### config.mk
export PLATFORM = sky130hd
export DESIGN_NAME = fb_update_scheduler
export DESIGN_NICKNAME = d
export VERILOG_FILES = /design/src/rtl/fb_update_scheduler_pkg.sv /design/src/rtl/fb_update_scheduler.sv
export SDC_FILE = /design/constraint.sdc
export NUM_CORES = 1
export LEC_CHECK = 0
export CAP_MARGIN = 10
export CORE_MARGIN = 8
export CORE_UTILIZATION = 38
export CTS_CLUSTER_DIAMETER = 200
export DETAILED_ROUTE_END_ITERATION = 8
export PLACE_DENSITY = 0.77
export REMOVE_ABC_BUFFERS = 1
export SYNTH_ARGS = -nofsm -noshare
export SYNTH_HDL_FRONTEND = slang
export SYNTH_SLANG_ARGS = --single-unit
### constraint.sdc
create_clock -name dclk -period 1.8 [get_ports dclk]
set_clock_uncertainty 0.15 [all_clocks]
set_input_delay 0.36 -clock dclk [delete_from_list [all_inputs] [get_ports dclk]]
set_output_delay 0.36 -clock dclk [all_outputs]
set_load 0.005 [all_outputs]
### src/rtl/fb_update_scheduler_pkg.sv
// rtl/fb_update_scheduler_pkg.sv - shared framebuffer geometry, code width and scheduler state encoding
package fb_update_scheduler_pkg;

    localparam int PX_WIDTH  = 160;
    localparam int PX_HEIGHT = 120;
    localparam int FB_CODE_W = 3;
    localparam int FB_ADDR_W = $clog2(PX_WIDTH * PX_HEIGHT);

    typedef enum logic [1:0] {
        ST_IDLE = 2'd0,
        ST_GNT0 = 2'd1,
        ST_GNT1 = 2'd2,
        ST_SWAP = 2'd3
    } sched_state_t;

endpackage

### src/rtl/fb_update_scheduler.sv
// rtl/fb_update_scheduler.sv - round-robin vblank-only write arbiter and front/back swap for the double-buffered framebuffer
module fb_update_scheduler
    import fb_update_scheduler_pkg::*;
#(
    parameter int ADDR_W    = FB_ADDR_W,
    parameter int CODE_W    = FB_CODE_W,
    parameter int MAX_BURST = 64
) (
    input  logic              dclk,
    input  logic              clr,
    input  logic              vblank,
    input  logic              swap_req,
    input  logic              req0,
    input  logic              req1,
    input  logic              last0,
    input  logic              last1,
    input  logic [ADDR_W-1:0] addr0,
    input  logic [ADDR_W-1:0] addr1,
    input  logic [CODE_W-1:0] data0,
    input  logic [CODE_W-1:0] data1,
    output logic              gnt0,
    output logic              gnt1,
    output logic              wr_en,
    output logic [ADDR_W:0]   wr_addr,
    output logic [CODE_W-1:0] wr_data,
    output logic              front_sel,
    output logic              swap
);

    localparam int CNT_W = $clog2(MAX_BURST + 1);
    localparam logic [CNT_W-1:0] CNT_MAX = CNT_W'(MAX_BURST);

    sched_state_t      state_q, state_d;
    logic              rr_q, rr_d;
    logic              pending_q, pending_d;
    logic              front_q, front_d;
    logic              swap_q, swap_d;
    logic [CNT_W-1:0]  cnt_q, cnt_d;
    logic              wr_en_q, wr_en_d;
    logic [ADDR_W:0]   wr_addr_q, wr_addr_d;
    logic [CODE_W-1:0] wr_data_q, wr_data_d;

    logic              accept;
    logic              cur_req;
    logic              cur_last;
    logic [ADDR_W-1:0] cur_addr;
    logic [CODE_W-1:0] cur_data;
    logic [CNT_W-1:0]  cnt_inc;

    always_comb begin
        cur_req  = (state_q == ST_GNT0) ? req0  : req1;
        cur_last = (state_q == ST_GNT0) ? last0 : last1;
        cur_addr = (state_q == ST_GNT0) ? addr0 : addr1;
        cur_data = (state_q == ST_GNT0) ? data0 : data1;
        accept   = ((state_q == ST_GNT0) || (state_q == ST_GNT1)) && cur_req;
        cnt_inc  = cnt_q + 1'b1;
    end

    always_comb begin
        state_d   = state_q;
        rr_d      = rr_q;
        cnt_d     = cnt_q;
        front_d   = front_q;
        swap_d    = 1'b0;
        pending_d = pending_q | swap_req;
        wr_en_d   = accept;
        // Back-buffer MSB comes from the front_sel seen at acceptance, not at the write cycle.
        wr_addr_d = accept ? {~front_q, cur_addr} : wr_addr_q;
        wr_data_d = accept ? cur_data : wr_data_q;
        case (state_q)
            ST_IDLE: begin
                cnt_d = '0;
                if (vblank && pending_q) begin
                    state_d   = ST_SWAP;
                    front_d   = ~front_q;
                    swap_d    = 1'b1;
                    pending_d = swap_req;
                end else if (vblank && (req0 || req1)) begin
                    if (req0 && req1) begin
                        state_d = rr_q ? ST_GNT1 : ST_GNT0;
                    end else begin
                        state_d = req0 ? ST_GNT0 : ST_GNT1;
                    end
                end
            end
            ST_GNT0, ST_GNT1: begin
                if (accept) begin
                    cnt_d = cnt_inc;
                end
                if (accept && (cur_last || (cnt_inc == CNT_MAX))) begin
                    state_d = ST_IDLE;
                    rr_d    = (state_q == ST_GNT0);
                    cnt_d   = '0;
                end else if (!vblank || !cur_req) begin
                    // Suspension keeps rr_q so the interrupted writer resumes first.
                    state_d = ST_IDLE;
                    cnt_d   = '0;
                end
            end
            default: begin
                state_d = ST_IDLE;
            end
        endcase
    end

    always_ff @(posedge dclk or posedge clr) begin
        if (clr) begin
            state_q   <= ST_IDLE;
            rr_q      <= 1'b0;
            pending_q <= 1'b0;
            front_q   <= 1'b0;
            swap_q    <= 1'b0;
            cnt_q     <= '0;
            wr_en_q   <= 1'b0;
            wr_addr_q <= '0;
            wr_data_q <= '0;
        end else begin
            state_q   <= state_d;
            rr_q      <= rr_d;
            pending_q <= pending_d;
            front_q   <= front_d;
            swap_q    <= swap_d;
            cnt_q     <= cnt_d;
            wr_en_q   <= wr_en_d;
            wr_addr_q <= wr_addr_d;
            wr_data_q <= wr_data_d;
        end
    end

    assign gnt0      = (state_q == ST_GNT0);
    assign gnt1      = (state_q == ST_GNT1);
    assign wr_en     = wr_en_q;
    assign wr_addr   = wr_addr_q;
    assign wr_data   = wr_data_q;
    assign front_sel = front_q;
    assign swap      = swap_q;

endmodule

==> out/qor.yml <==
dr.first_iter.drc_count: 50
cts_buffers: 5
cp_cell_sequence: "or4b_4, o221ai_2, o21ai_2, buf_6, a22oi_2, mux2i_1"
finalNonFillerCells: 308
fin_crit_ns: 1.97
startpoint_type: "register"
drtAntennaViolNets: 0
dp_hpwl_um: 3340
path_class: "register to register"
synth.area.top_cells: "dfrtp_1 50%, mux2i_1 13%, o21ai_0 7.6%, nand2_1 6.8%, ha_1 3.8%"
synth_xor_area_share_pct: 0.529
whs_ns: 0.322
required_ns: 1.86
postLayoutCellArea_um2: 2730
dp.cells: 295
vdd_drop_max_mv: 0.733
power_density_nw_per_um2: 1320
yosys_register_bits: 33
cts_tree: "yes"
vias_per_cell: 4.86
synth-compound-area-share_pct: 14.7
gr-total-overflow: 0
fin_nets: 304
via_count: 1497
htree_levels: 2
setup_violations: 8
antenna_found_initial: 0
insertion_delay_ns: 0.28
placed_cell_area_um2: 2510
synth_top_family_by_area: "compound AO/OA/AOI/OAI gates"
synthAdderAreaFrac_pct: 3.78
report.final.slew_viol_count: 0
grt_max_degree: 34
final_layout_size_suffix_gt1_share_pct: 21.5
synth_cell_types: 33
netlist_area_um2: 1660
synthCells: 164
drt_pass1_iterations: 4
outcome: "complete, but fails checks"
crit_arrival_ns: 2.02
violations: "negative setup slack"
rows: 24
cts.sinks: 33
ios: 68
max_freq_mhz: 509
grt_pass1_wl_um: 7260
die_x_um: 82.0
worst_pin_slew_ns: 0.442
dieArea_um2: 6730
ys_warn_count: 0
wirelength_um: 4340
cts_buffer_depth: 2
fp.coreArea_um2: 4260
initial_core_util_pct: 38.8
slew_headroom_pct: 70.5
gp_congestion: 0.861
cts_hold_buf: 0
cap_violations: 0
synth_mux_area_share_pct: 14.0
end_kind: "register"
finalCritPeriodShare_pct: 109
p_leak_nw: 1.18
yosysSeqAreaShare_pct: 49.8
root_buffer: "clkbuf_8"
route.detailed.drc: 0
syn_area_per_cell_um2: 10.1
clk_pin_slew_ns: 0.07
dpl_worst_slack_ns: -0.265
die_y_um: 82.0
holdCritPathClass: "input pin to async pin"
n_antenna_cell: 0
crit_path_max_incr_delay_ns: 0.54
synth.top_cell.area_share_pct: 49.8
rsz0062_at_grt: "yes"
critPathSlowestCell: "or4b_4"
crit_path_max_fanout: 4
io_buffers: 67
wl_per_cell_um: 14.1
synth_simple_gate_area_share_pct: 14.3
yosys.area.top_type: "dfrtp_1"
fin_ws_ns: -0.166
grt_usage_pct: 14.0
syn_to_final_growth_pct: 64.9
setup-tns-final_ns: -0.729
finalHoldViolations: 0
grt_pass1_vias: 1528
-- path summary, 6_finish.rpt --
path / startpoint / end / slack, ns / cells past startpoint
setup / recovery: cnt_q[4]$_DFFE_PP0P_ / state_q[1]$_DFFE_PP0P_ / -0.17 / 6
hold / removal: clr / wr_addr[15]$_DFFE_PP0P_ / 0.32 / 3
setup reg to reg: cnt_q[4]$_DFFE_PP0P_ / state_q[1]$_DFFE_PP0P_ / -0.17 / 6
hold reg to reg: wr_addr[9]$_DFFE_PP0P_ / wr_addr[9]$_DFFE_PP0P_ / 0.33 / 2
max in group asynchronous: clr / wr_addr[5]$_DFFE_PP0P_ / 0.89 / 3
min in group dclk: wr_addr[9]$_DFFE_PP0P_ / wr_addr[9]$_DFFE_PP0P_ / 0.33 / 2
-- layout by cell type, fill, tap and decap left out, types with 3 or more instances in the layout --
cell and count:
dfrtp_1 33, o21ai_2 4, buf_4 20, nor3_1 3, o21ai_1 4, clkbuf_8 5
buf_6 3, inv_1 3, nand2_1 28, o21ai_0 18, ha_1 3, clkdlybuf4s50_1 65
mux2i_1 20
-- state kept, by name, summed over array words and instances, names as in the netlist --
register and cells:
pending_q 1, front_sel 1, wr_data 3, rr_q 1, wr_en 1, swap 1
state_q 2, wr_addr 16, cnt_q 7
-- kinds of logic (layout without fill, tap and decap cells) --
logic type      count (synthesis)  after routing
simple gates                   51             51
fa+ha+maj                       5              5
mux                            23             23
xor+xnor                        1              1
buf+inv                        12            104
flops                          33             33
compound gates                 39             39
-- stage by stage --
step                      util, %  total power, W
final                        64.1         0.00360
after global routing         64.1         0.00387
after CTS                    62.5         0.00355
after detailed placement     58.8         0.00292
after global placement       58.8         0.00286
after floorplan                 -         0.00195
-- cells in the mapped netlist --
master and number:
o31ai_1 3, nor2_1 2, nand4_1 2, a32oi_1 1, a21boi_0 1, buf_2 2
o21ai_0 25, a21o_1 1, or3_1 1, o211ai_1 1, a21oi_1 2, xor2_1 1
nand2_1 30, o221ai_2 1, ha_1 5, a21bo_2 1, or2b_1 1, or2_2 2
o21a_1 1, and2_1 1, a22oi_2 1, nand3_1 4, dfrtp_1 33, mux2i_1 21
or4b_1 1, nor3_1 3, nand2b_1 1, nor3b_1 1, o21ai_2 1, inv_1 5
clkbuf_1 5, mux2_2 2, and3_1 2
-- cell type report --
type / instances / area (µm²)
multi-input combinational: 119 / 860
clock buffer: 6 / 72.6
sequential: 33 / 826
fill: 353 / 1530
clock inverter: 2 / 10.0
timing repair buffer: 91 / 880
tap: 52 / 65.1
inverter: 5 / 18.8
-- metal layers --
layer | GRT usage (%) | share of wire [%]
met5 | 0 | 0
met4 | 7.54 | 3.0
met3 | 3.94 | 6.3
met2 | 23.7 | 49
met1 | 15.7 | 42
-- where the power goes --
group          internal [W]  switching [W]  total (W)  leakage [nW]
registers           0.00103       0.000139    0.00117         0.419
logic               0.00109       0.000816    0.00191         0.714
clock network      0.000267       0.000256   0.000523        0.0450
total               0.00239        0.00121    0.00360          1.18
-- critical path, delay by kind of cell, from the launching register on --
kind                   cells  cell delay [ns]
and+or+nand+nor            1             0.54
AOI/OAI and AO/OA          3             0.48
DFF                        1             0.38
muxes                      1             0.21
buffers and inverters      1             0.13
-- what timing repair did --
item	in CTS	in global routing
buffers inserted	4	1
resized for setup	23	17
endpoints found under the setup margin	31	30
pin swaps	13	8
(Power assumes the default switching activity.)
